$ cat src/rtl/display_scanner_if.sv
// Display scanner bus: scan controls in, digit/anode drive out.
//   en          - scanning enable
//   digit_mask  - bit i set => digit i takes part in the scan
//   digit       - index of the digit owning the current slot
//   anode_n     - one-hot, active-low anode drive
//   blank       - high while no anode is driven
//   frame_start - one-cycle pulse at the start of each scan frame
interface display_scanner_if #(
  parameter int N_DIGITS = 4
);
  localparam int IDX_W = (N_DIGITS > 1) ? $clog2(N_DIGITS) : 1;

  logic                en;
  logic [N_DIGITS-1:0] digit_mask;
  logic [IDX_W-1:0]    digit;
  logic [N_DIGITS-1:0] anode_n;
  logic                blank;
  logic                frame_start;

  modport master (output en, digit_mask, input digit, anode_n, blank, frame_start);
  modport slave  (input en, digit_mask, output digit, anode_n, blank, frame_start);
endinterface

$ cat src/rtl/display_scanner.sv
// Multiplexed display scanner. Each enabled digit owns a slot of
// TICKS_PER_DIGIT cycles. The first GUARD cycles of a slot are blank to avoid
// ghosting, and the anode is driven for the rest of the slot. Digits absent
// from digit_mask are skipped.
// Ports:
//   clk   - clock, rising edge
//   reset - asynchronous, active-low reset
//   bus   - display_scanner_if slave (en, digit_mask in; digit, anode_n,
//           blank, frame_start out, all registered)
module display_scanner #(
  parameter int N_DIGITS        = 4,
  parameter int TICKS_PER_DIGIT = 500000,
  parameter int GUARD           = 1000
) (
  input  logic              clk,
  input  logic              reset,
  display_scanner_if.slave  bus
);
  localparam int IDX_W = (N_DIGITS > 1) ? $clog2(N_DIGITS) : 1;
  localparam int TW    = $clog2(TICKS_PER_DIGIT);
  localparam logic [TW-1:0]       T_LAST = TW'(TICKS_PER_DIGIT - 1);
  localparam logic [TW-1:0]       G_LAST = TW'(GUARD - 1);
  localparam logic [N_DIGITS-1:0] ONE    = N_DIGITS'(1);

  typedef enum logic [1:0] {ST_OFF, ST_GUARD, ST_DRIVE} state_t;

  state_t              state_q, state_d;
  logic [TW-1:0]       timer_q, timer_d;
  logic [IDX_W-1:0]    digit_q, digit_d;
  logic [N_DIGITS-1:0] an_q, an_d;
  logic                blank_q, blank_d;
  logic                fs_q, fs_d;
  // Latches a mid-slot mask drop so the rest of the slot stays dark.
  logic                kill_q, kill_d;

  // Lowest set mask bit, and the lowest set bit strictly above digit_q.
  logic [IDX_W-1:0] first_idx, next_idx;
  logic             first_ok, next_ok;

  always_comb begin
    first_idx = '0;
    first_ok  = 1'b0;
    next_idx  = '0;
    next_ok   = 1'b0;
    for (int i = N_DIGITS - 1; i >= 0; i--) begin
      if (bus.digit_mask[i]) begin
        first_idx = IDX_W'(i);
        first_ok  = 1'b1;
        if (i > int'(digit_q)) begin
          next_idx = IDX_W'(i);
          next_ok  = 1'b1;
        end
      end
    end
  end

  always_comb begin
    state_d = state_q;
    timer_d = timer_q;
    digit_d = digit_q;
    kill_d  = kill_q;
    an_d    = '1;
    blank_d = 1'b1;
    fs_d    = 1'b0;
    if (!bus.en) begin
      state_d = ST_OFF;
      timer_d = '0;
      kill_d  = 1'b0;
    end else begin
      case (state_q)
        ST_OFF: begin
          timer_d = '0;
          if (first_ok) begin
            state_d = ST_GUARD;
            digit_d = first_idx;
            fs_d    = 1'b1;
            kill_d  = 1'b0;
          end
        end
        default: begin
          if (timer_q == T_LAST) begin
            // Slot advance: the mask is sampled here only.
            timer_d = '0;
            kill_d  = 1'b0;
            if (!first_ok) begin
              state_d = ST_OFF;
            end else begin
              state_d = ST_GUARD;
              digit_d = next_ok ? next_idx : first_idx;
              // No higher bit means the frame wrapped (incl. single-bit mask).
              fs_d    = !next_ok;
            end
          end else begin
            timer_d = timer_q + 1'b1;
            if (state_q == ST_GUARD && timer_q == G_LAST) state_d = ST_DRIVE;
            if (state_d == ST_DRIVE) begin
              if (kill_q || !bus.digit_mask[digit_q]) begin
                kill_d = 1'b1;
              end else begin
                an_d    = ~(ONE << digit_q);
                blank_d = 1'b0;
              end
            end
          end
        end
      endcase
    end
  end

  always_ff @(posedge clk or negedge reset) begin
    if (!reset) begin
      state_q <= ST_OFF;
      timer_q <= '0;
      digit_q <= '0;
      an_q    <= '1;
      blank_q <= 1'b1;
      fs_q    <= 1'b0;
      kill_q  <= 1'b0;
    end else begin
      state_q <= state_d;
      timer_q <= timer_d;
      digit_q <= digit_d;
      an_q    <= an_d;
      blank_q <= blank_d;
      fs_q    <= fs_d;
      kill_q  <= kill_d;
    end
  end

  assign bus.digit       = digit_q;
  assign bus.anode_n     = an_q;
  assign bus.blank       = blank_q;
  assign bus.frame_start = fs_q;
endmodule

$ cat src/flat_wrapper.sv
// flat-port wrapper written by rule: the top's interface ports become plain ports
module display_scanner_flat 
#(
  parameter int N_DIGITS        = 4,
  parameter int TICKS_PER_DIGIT = 500000,
  parameter int GUARD           = 1000
)
  (clk, reset, bus_en, bus_digit_mask, bus_digit, bus_anode_n, bus_blank, bus_frame_start);
  display_scanner_if #(.N_DIGITS(N_DIGITS)) bus_i ();
  input  logic clk;
  input  logic reset;
  input wire logic [$bits(bus_i.en)-1:0] bus_en;
  input wire logic [$bits(bus_i.digit_mask)-1:0] bus_digit_mask;
  output wire logic [$bits(bus_i.digit)-1:0] bus_digit;
  output wire logic [$bits(bus_i.anode_n)-1:0] bus_anode_n;
  output wire logic [$bits(bus_i.blank)-1:0] bus_blank;
  output wire logic [$bits(bus_i.frame_start)-1:0] bus_frame_start;
  assign bus_i.en = bus_en;
  assign bus_i.digit_mask = bus_digit_mask;
  assign bus_digit = bus_i.digit;
  assign bus_anode_n = bus_i.anode_n;
  assign bus_blank = bus_i.blank;
  assign bus_frame_start = bus_i.frame_start;
  display_scanner #(.N_DIGITS(N_DIGITS), .TICKS_PER_DIGIT(TICKS_PER_DIGIT), .GUARD(GUARD)) u_core (.clk(clk), .reset(reset), .bus(bus_i));
endmodule
$ cat config.mk
export PLATFORM = sky130hd
export DESIGN_NAME = display_scanner_flat
export DESIGN_NICKNAME = d
export VERILOG_FILES = /design/src/rtl/display_scanner_if.sv /design/src/rtl/display_scanner.sv /design/src/flat_wrapper.sv
export SDC_FILE = /design/constraint.sdc
export NUM_CORES = 1
export LEC_CHECK = 0
export ABC_CLOCK_PERIOD_IN_PS = 4400
export CAP_MARGIN = 25
export CORE_MARGIN = 5
export CORE_UTILIZATION = 45
export CTS_CLUSTER_DIAMETER = 120
export CTS_CLUSTER_SIZE = 28
export DETAILED_ROUTE_END_ITERATION = 7
export PLACE_DENSITY = 0.66
export SLEW_MARGIN = 20
export SYNTH_ARGS = -nofsm -noshare
export SYNTH_HDL_FRONTEND = slang
export SYNTH_SLANG_ARGS = --single-unit
$ cat constraint.sdc
create_clock -name clk -period 4.4 [get_ports clk]
set_clock_uncertainty 0.2 [all_clocks]
set_input_delay 0.44 -clock clk [delete_from_list [all_inputs] [get_ports clk]]
set_output_delay 0.44 -clock clk [all_outputs]
set_load 0.005 [all_outputs]
* Yosys cells after proc, flatten, opt, wreduce, memory -nomap -nowiden
Index checks and enable logic that the tools add are counted.
** Storage, ports and cells
- Flip-flop bits (word level) :: 30
- Input port bits :: 7
- Output and inout bits :: 8
- Logic and storage cells :: 89
** Operators by class
- $add $sub $neg :: 1
- Magnitude comparators :: 4
- Equal/unequal tests :: 7
- Shift operators :: 1
- Muxes and demuxes :: 60
- Bitwise gates (word level) :: 1
- Reduce and logical (&&, ||, !) cells :: 8
** Operator list (number)
- two-way mux 19 bit :: 3
- two-way mux 2 bit :: 23
- two-way mux 1 bit :: 28
- two-way mux 4 bit :: 5
- adder 19 x 1 -> 19 bit (second input constant) :: 1
- equality test 19 x 10 -> 1 bit (second input constant) :: 1
- equality test 19 bit (second input constant) :: 1
- != test 4 x 1 -> 1 bit (second input constant) :: 2
- AND reduction 3 bit :: 2
- > comparator 2 bit (first input constant) :: 2
- inverter 4 bit :: 1
- << shifter 1 x 2 -> 4 bit (first input constant) :: 1
- < comparator 2 x 3 -> 1 bit (second input constant) :: 1
- != test 3 x 2 -> 1 bit (second input constant) :: 1
- binary-select mux 1 bit (select 2 bit) :: 1
- equality test 2 x 1 -> 1 bit (second input constant) :: 1
- equality test 2 bit (second input constant) :: 1
- > comparator 1 x 2 -> 1 bit (first input constant) :: 1
- zero test 1 bit :: 2
- zero test 2 bit :: 1
- nonzero test 2 bit :: 1
- logical AND 1 bit :: 1
- logical OR 1 bit :: 1

* Depth between registers and ports, before layout
Gate-level depths: netlist of the first run.
- Depth after elaboration :: 12
- Depth in mapped cells :: 6

* Worst setup path before layout of the first run
OpenSTA, ideal clock, no wires.
- Kind :: flip-flop to flip-flop
- From :: register u_core.timer_q[12]
- To :: register u_core.an_q[2] (netlist: u_core.bus.anode_n[2])
- Setup time :: 0.101 ns
- Arrival :: 1.799 ns
- Path slack :: 2.300 ns
- Cell stages (with the launch flop) :: 5
- Cell sequence :: dfrtp_1 -> or4_4 -> or4_4 -> a21oi_2 -> nand4b_1
** Between the ends
- Longest elaborated chain between the ends :: 11
- Elaborated cells between the ends (all ways) :: 12
** RTL lines
- from (decl) :: line display_scanner.sv:28 : logic [TW-1:0] timer_q, timer_d;
- from (signal assigned) :: line display_scanner.sv:121 : timer_q <= timer_d;
- equality test 19 x 10 -> 1 bit :: line display_scanner.sv:95 : if (state_q == ST_GUARD && timer_q == G_LAST) state_d = ST_DRIVE;
- logical AND 1 bit :: line display_scanner.sv:95
- two-way mux 2 bit :: line display_scanner.sv:95
- two-way mux 2 bit :: line display_scanner.sv:81 : if (timer_q == T_LAST) begin
- two-way mux 2 bit :: line display_scanner.sv:70 : case (state_q)
- two-way mux 2 bit :: line display_scanner.sv:65 : if (!bus.en) begin
- equality test 2 bit :: line display_scanner.sv:96 : if (state_d == ST_DRIVE) begin
- two-way mux 4 bit :: line display_scanner.sv:96
- two-way mux 4 bit * :: line display_scanner.sv:81
- two-way mux 4 bit * :: line display_scanner.sv:70
- two-way mux 4 bit * :: line display_scanner.sv:65
- named net u_core.an_d[2] :: line display_scanner.sv:30 : logic [N_DIGITS-1:0] an_q, an_d;
- to (signal assigned) :: line display_scanner.sv:123 : an_q <= an_d;
- to (decl) :: line display_scanner.sv:30
The timed path passes the listed nets; every way through them passes the cells marked *. The select of a mux whose other input is x is not followed.
A chain may end at the register's enable or synchronous reset.

* Final worst setup path of the first run
- From :: register u_core.timer_q[0]
- To :: register u_core.timer_q[15]
** Between the ends
- Longest elaborated chain between the ends :: 4
- Elaborated cells between the ends (all ways) :: 5
** RTL lines (line)
- adder 19 x 1 -> 19 bit / equality test 19 bit (equally long branches) :: display_scanner.sv:94, display_scanner.sv:81
- two-way mux 19 bit * :: display_scanner.sv:81
- two-way mux 19 bit * :: display_scanner.sv:70
- two-way mux 19 bit * :: display_scanner.sv:65
- named net u_core.timer_d[15] :: display_scanner.sv:28
The timed path passes the listed nets; every way through them passes the cells marked *.

==> results.txt, run 1 <==
DRC Markers: 0
Final core occ: 0.565
Synthesized flop and latch total: 30
CTS tree: yes
Clk buf depth: 2
Core area: 3100 um2
Met3 usage: 0.0483
Maximum clock frequency: 0.419 GHz
GPL Wtd Cong: 0.793
CTS root buffer: clkbuf_4
Clock slew at reported path FFs: 0.09 ns
R2r worst-path depth: 6
Final Hold Fails: 0
Routed Antenna Nets: 0
Tmin final: 2.38 ns
Ys Warns: 0
Worst setup path class: reg -> reg
Postcts setup bufs: 0
Setup tns final: 0 ns
# rows: 20
Slew headroom: 0.504
Multi-input logic area: 692 um2
Worst path required time: 4.42 ns
Die X-Extent: 67.3 um
TritonRoute pass-1 iters: 4
Vias: 1158
Antenna violations before repair: 0
Share of cells above drive strength 1: 0.124
Pleak: 0.713 nW
Largest net degree at the start of global routing: 31
Hold Crit Class: reg -> reg
Met2 usage: 0.266
RSZ-0062 raised after global routing: false
Capture point of the worst path: u_core.timer_q[15]$_DFF_PN0_
DR WL/cell: 13.8 um
Slowest-stage cell, CP: o211ai_1
Crit-path max FO: 14
Fillers: 288
Hold Crit Depth: 1
Worst flop-to-flop path startpoint: u_core.timer_q[0]$_DFF_PN0_
Tot GR Track Use: 0.152
Largest cells by area after synthesis: dfrtp_1 42%, dfstp_2 8.9%, nor2_1 6.9%
CTS sink cnt: 30
Worst skew pair latency: 0.33 ns
Starting DRT DRC Count: 104
Slew at the pin closest to its max-slew limit: 0.737 ns
Die area: 4530 um2
Crit start category: flip-flop
Crit path from: u_core.timer_q[0]$_DFF_PN0_
First-pass GRT wire length: 5.13 mm
CTS Buf Count: 5
Ant diodes: 0
R2r endpoint: u_core.timer_q[15]$_DFF_PN0_
Synth cell types: 35
Most Used Layer, Global Route: met2
Total wire length: 2.96 mm
Vias per cell: 5.41
Post-synthesis cell area: 1480 um2
Met1 GRT Util: 0.170
Outcome: finished, final reports clean
Total Power: 0.000584 W
Critical Path Max Stage Delay: 0.61 ns
Setup Viol. Count Final: 0
Number of global-route vias before repair: 1213
CP endpoint kind: flip-flop
Min Hold Slack: 0.286 ns
Final net count: 177
Die Y: 67.3 um
Top cell type's share of synthesized area: 0.423
Initial Utilization: 0.477
FF/Latch Area: 757 um2
HPWL after DPL: 2.08 mm
Reg2reg setup slack: 2.02 ns
Max-Cap Viols: 0
Port Buffers: 14
Ports: 15
Final std cells w/o fill: 214
Grt total ovfl: 0
Hold buffers post-CTS: 0
Period utilization: 0.542
Cells after Synth: 150
Post_cts resized: 0
P&R area growth vs syn: 18.5%
Crit-path cells: ha_1 > and4_1 > nand4_1 > o211ai_1 > buf_4 > nor2_1
Dpl cells: 206
Syn Nets: 158
H-tree levels: 2
Fin. max-slew vios: 0
Synth Area per Inst: 9.86 um2
Yosys top cell by area: dfrtp_1
Peak VDD IR: 0.000195 V
Pwr dens: 333 nW/um2
Post-synthesis sequential area ratio: 0.512
CP arrival: 2.40 ns
==> flip-flops by register name (all words and copies together) (netlist names) <==
register / cells
u_core.bus.digit: 2
u_core.state_q: 2
u_core.kill_q: 1
u_core.bus.frame_start: 1
u_core.bus.blank: 1
u_core.timer_q: 19
u_core.bus.anode_n: 4
==> area by class of cell <==
| class | instances | area share |
|---|---|---|
| sequential | 30 | 0.432 |
| clock buffer | 8 | 0.0450 |
| multi-input combinational | 112 | 0.395 |
| tap | 44 | 0.0314 |
| timing repair buffer | 16 | 0.0885 |
| inverter | 4 | 0.00857 |
==> cells in the final DEF, fill, tap and decap left out, drive strengths merged, types with 4 or more instances in the layout <==
cell type      count
nand3             11
xor2              10
nor3               4
clkbuf             8
clkdlybuf4s50     14
dfstp              5
xnor2              7
nand4              8
nor2              27
inv                4
dfrtp             25
nand2              8
==> layer usage <==
layer  up-vias  share of wire  wire length, um
met4         0          0.014               42
met2        35           0.48             1410
met5         -              0                0
met1       546           0.45             1330
li1        573              -                -
met3         4          0.060              177
==> per-stage QoR <==
stage	setup WS, ns	cell area (um2)
floorplan	2.30	1480
global placement	2.04	1670
detailed placement	1.99	1670
CTS	2.01	1750
global route	1.87	1750
finish	2.02	1750
==> worst min path at each step <==
| stage | slack (ns) | to | start |
|---|---|---|---|
| 3_5_place_dp | 0.27 | u_core.timer_q[0]$_DFF_PN0_ | u_core.timer_q[0]$_DFF_PN0_ |
| 4_1_cts | 0.29 | u_core.state_q[1]$_DFFE_PN0P_ | reset |
| 6_report | 0.29 | u_core.timer_q[0]$_DFF_PN0_ | u_core.timer_q[0]$_DFF_PN0_ |
| 2_1_floorplan | -0.06 | u_core.bus.digit[0]$_DFFE_PN0P_ | reset |
| 3_3_place_gp | 0.27 | u_core.timer_q[0]$_DFF_PN0_ | u_core.timer_q[0]$_DFF_PN0_ |
| 5_1_grt | 0.31 | u_core.timer_q[2]$_DFF_PN0_ | reset |
==> power breakdown <==
group	internal, W	switching (W)
sequential	0.000284	0.0000159
combinational	0.0000375	0.0000427
clock	0.000109	0.0000945
==> critical path: cells and delay by family, from the launching register on <==
kind | cells | cell delay (ns)
DFF | 1 | 0.39
and+or+nand+nor | 3 | 0.49
adders and majority gates | 1 | 0.26
AOI/OAI and AO/OA | 1 | 0.61
buffers and inverters | 1 | 0.32
==> cells in the mapped netlist <==
| cell type | n |
|---|---|
| nor2_1 | 27 |
| dfrtp_1 | 25 |
| nand3_1 | 11 |
| xor2_1 | 10 |
| nand2_1 | 8 |
| nand4_1 | 8 |
| xnor2_1 | 7 |
| dfstp_2 | 5 |
| clkbuf_1 | 4 |
| inv_1 | 4 |
| nor3_1 | 4 |
| and3_1 | 3 |
| and4_1 | 3 |
| o21ai_0 | 3 |
| a211oi_1 | 2 |
| a21oi_1 | 2 |
| nor2b_1 | 2 |
| nor4_1 | 2 |
| nor4b_1 | 2 |
| o211ai_1 | 2 |
| or4_4 | 2 |
| a21oi_2 | 1 |
| a221oi_1 | 1 |
| a22oi_1 | 1 |
| a31oi_1 | 1 |
| ha_1 | 1 |
| mux2_2 | 1 |
| mux2i_1 | 1 |
| nand2b_1 | 1 |
| nand4b_1 | 1 |
| nor3b_1 | 1 |
| o221a_2 | 1 |
| o32ai_1 | 1 |
| or2_2 | 1 |
| or4_1 | 1 |
==> logic make-up after synthesis <==
logic type / after synthesis / synth area share
flip-flops: 30 / 0.512
buffers and inverters: 8 / 0.0203
multiplexers: 2 / 0.0144
XOR/XNOR: 17 / 0.101
AND/OR/NAND/NOR: 77 / 0.272
adder cells (fa/ha/maj): 1 / 0.00846
AO/OA/AOI/OAI: 15 / 0.0719
Note: power is estimated with default switching activity, not from simulation.
==> inputs of run 2 (changes only) <==
--- a/config.mk
+++ b/config.mk
@@ -5,7 +5,7 @@
 export SDC_FILE = /design/constraint.sdc
 export NUM_CORES = 1
 export LEC_CHECK = 0
-export ABC_CLOCK_PERIOD_IN_PS = 4400
+export ABC_CLOCK_PERIOD_IN_PS = 2400
 export CAP_MARGIN = 25
 export CORE_MARGIN = 5
 export CORE_UTILIZATION = 45
==> constraint.sdc (replaced) <==
create_clock -name clk -period 2.4 [get_ports clk]
set_clock_uncertainty 0.2 [all_clocks]
set_input_delay 0.24 -clock clk [delete_from_list [all_inputs] [get_ports clk]]
set_output_delay 0.24 -clock clk [all_outputs]
set_load 0.005 [all_outputs]
==> run 2 against run 1 <==
Compared with the run above: worst setup slack lost 1.8 ns; hold slack lost 0.19 ns; critical path depth unchanged; die area stayed put; maximum frequency is 8.9% higher; clock power up 51%; routed wire length grew 6.8%; via count grew 3.6%; clock-buffer cell count decreased by 1; sequential power is 84% higher; combinational power is 98% higher; non-clock buffer count up 3; largest cell class unchanged; largest power group unchanged; highest routed layer unchanged.
==> results.txt, run 2 (synthesized netlist as in run 1, its figures left out) <==
Hold buffers post-CTS: 0 (unchanged)
CTS sink cnt: 30 (unchanged)
Starting DRT DRC Count: 95 (-8.7%)
Port Buffers: 14 (unchanged)
Final std cells w/o fill: 217 (+1.4%)
Worst path depth: 6 (unchanged)
First-pass GRT wire length: 5.74 mm (+12%)
RSZ-0062 raised after global routing: false
Die X-Extent: 67.3 um (unchanged)
Slowest-stage cell, CP: dfrtp_1
Crit-path max FO: 5 (-9)
P&R area growth vs syn: 18.8%
Tmin final: 2.19 ns (-0.196 ns)
Clock share of power: 0.303 (-0.046)
Period utilization: 0.912 (+0.370)
Setup Viol. Count Final: 0 (unchanged)
Switching share of power: 0.273 (+0.0112)
Pleak: 0.718 nW (+0.75%)
Ports: 15 (unchanged)
DR WL/cell: 14.6 um (+5.4%)
H-tree levels: 2 (unchanged)
Die Y: 67.3 um (unchanged)
Grt total ovfl: 0 (unchanged)
Worst path required time: 2.41 ns (-2.01 ns)
Ant diodes: 0 (unchanged)
P_sw: 0.000279 W (+82%)
CP endpoint kind: flip-flop
Max reg flops: 19 (unchanged)
CP bufs+invs: 0 (-1)
Dpl cells: 209 (+1.5%)
Antenna violations before repair: 0 (unchanged)
Max-Cap Viols: 0 (unchanged)
Comb pwr share: 0.155 (+0.018)
Power Internal: 0.000742 W (+72%)
Maximum clock frequency: 0.457 GHz (+8.9%)
Worst setup path class: reg -> reg
# rows: 20 (unchanged)
Most Used Layer, Global Route: met2
Commonest non-fill, non-tap cell in the layout: nor2_1
Met1 GRT Util: 0.191 (+0.0211)
Pwr dens: 581 nW/um2 (+74%)
Met2 usage: 0.292 (+0.0258)
Number of global-route vias before repair: 1277 (+5.3%)
Vias: 1200 (+3.6%)
Die area: 4530 um2 (unchanged)
Total Power: 0.00102 W (+75%)
Final net count: 180 (+1.7%)
Worst skew pair latency: 0.32 ns (about the same)
Final Hold Fails: 0 (unchanged)
CTS root buffer: clkbuf_4
CTS tree: yes
Routed Antenna Nets: 0 (unchanged)
GPL Wtd Cong: 0.878 (+11%)
Fin. max-slew vios: 0 (unchanged)
CP delay by family, top: simple AND/OR/NAND/NOR gates
Most frequent cells in the layout: 27 x nor2_1, 25 x dfrtp_1, 14 x clkdlybuf4s50_1, 11 x nand3_1, 10 x xor2_1
Fillers: 294 (+2.1%)
DRC Markers: 0 (unchanged)
Slew at the pin closest to its max-slew limit: 0.453 ns (-0.284 ns)
Share of cells above drive strength 1: 0.133 (+0.00942)
Largest net degree at the start of global routing: 31 (unchanged)
Core area: 3100 um2 (unchanged)
Setup tns final: 0 ns (unchanged)
Initial Utilization: 0.477 (unchanged)
Outcome: finished, final reports clean
R2r worst-path depth: 6 (unchanged)
Clk buf depth: 2 (unchanged)
HPWL after DPL: 2.25 mm (+8.0%)
Total wire length: 3.16 mm (+6.8%)
Most flop-heavy register: u_core.timer_q
Vias per cell: 5.53 (+2.2%)
Critical Path Max Stage Delay: 0.40 ns (-0.21 ns)
Hold Crit Class: in -> async
CTS Buf Count: 5 (unchanged)
Sequential Power Share: 0.541 (+0.027)
Clock slew at reported path FFs: 0.09 ns (about the same)
Peak VDD IR: 0.000305 V (+56%)
Postcts setup bufs: 0 (unchanged)
Slew headroom: 0.695 (+0.191)
TritonRoute pass-1 iters: 4 (unchanged)
Met3 usage: 0.0632 (+0.0150)
Tot GR Track Use: 0.173 (+0.0204)
Crit start category: flip-flop
CP arrival: 2.20 ns (-0.20 ns)
Crit-path cells: ha_1 > and4_1 > nand4_1 > nor2_1 > o211ai_1 > a221oi_1
Post_cts resized: 0 (unchanged)
[run 2: changes by cell type in the layout (fill, tap and decap cells not counted), sizes merged]
cell,delta
clkinv,+1
buf,+3
clkbuf,-1
[run 2: stage by stage]
stage	instance area (um2)	worst slack [ns]	hold slack (ns)	util
floorplan	1480	0.300	-0.256	-
global placement	1700	0.245	0.267	0.547
detailed placement	1700	0.212	0.281	0.547
CTS	1760	0.209	0.0984	0.566
global route	1760	0.0891	0.110	0.566
finish	1760	0.212	0.0999	0.566
[run 2: metal layers]
| layer | vias up | part of all wire |
|---|---|---|
| met4 | 0 | 0.012 |
| met3 | 6 | 0.051 |
| met1 | 583 | 0.43 |
| li1 | 580 | - |
| met2 | 31 | 0.50 |
| met5 | - | 0 |
[run 2: worst paths after layout]
path | startpoint | end | slack [ns]
max | u_core.timer_q[0]$_DFF_PN0_ | u_core.bus.digit[1]$_DFFE_PN0P_ | 0.21
max reg2reg | u_core.timer_q[0]$_DFF_PN0_ | u_core.bus.digit[1]$_DFFE_PN0P_ | 0.21
min | reset | u_core.kill_q$_DFFE_PN0P_ | 0.1
min reg2reg | u_core.timer_q[0]$_DFF_PN0_ | u_core.timer_q[0]$_DFF_PN0_ | 0.30
min in group clk | u_core.timer_q[0]$_DFF_PN0_ | u_core.timer_q[0]$_DFF_PN0_ | 0.30
max in group asynchronous | reset | u_core.bus.blank$_DFF_PN1_ | 1.58
[run 2: power groups by stage]
stage | logic (W) | clock network [W] | registers, W
after floorplan | 0.0000984 | 0 | 0.000541
after global placement | 0.000156 | 0 | 0.000561
after CTS | 0.000160 | 0.000324 | 0.000553
after global routing | 0.000176 | 0.000351 | 0.000558
after detailed placement | 0.000159 | 0 | 0.000563
final | 0.000159 | 0.000309 | 0.000553
[run 2: layout make-up]
class | instances | area [um2] | share of cell area
multi-input combinational | 112 | 692 | 0.394
clock buffer | 7 | 55.1 | 0.0313
timing repair buffer | 19 | 178 | 0.101
inverter | 4 | 15.0 | 0.00855
tap | 44 | 55.1 | 0.0313
sequential | 30 | 757 | 0.431
clock inverter | 1 | 5.00 | 0.00285
==> inputs of run 3 (changes only) <==
--- a/config.mk
+++ b/config.mk
@@ -13,7 +13,7 @@
 export CTS_CLUSTER_SIZE = 28
 export DETAILED_ROUTE_END_ITERATION = 7
 export PLACE_DENSITY = 0.66
-export SLEW_MARGIN = 20
+export SLEW_MARGIN = 40
 export SYNTH_ARGS = -nofsm -noshare
 export SYNTH_HDL_FRONTEND = slang
 export SYNTH_SLANG_ARGS = --single-unit
==> results of run 3 <==
Same layout as run 2: the final DEF is identical, and so are final timing and power.
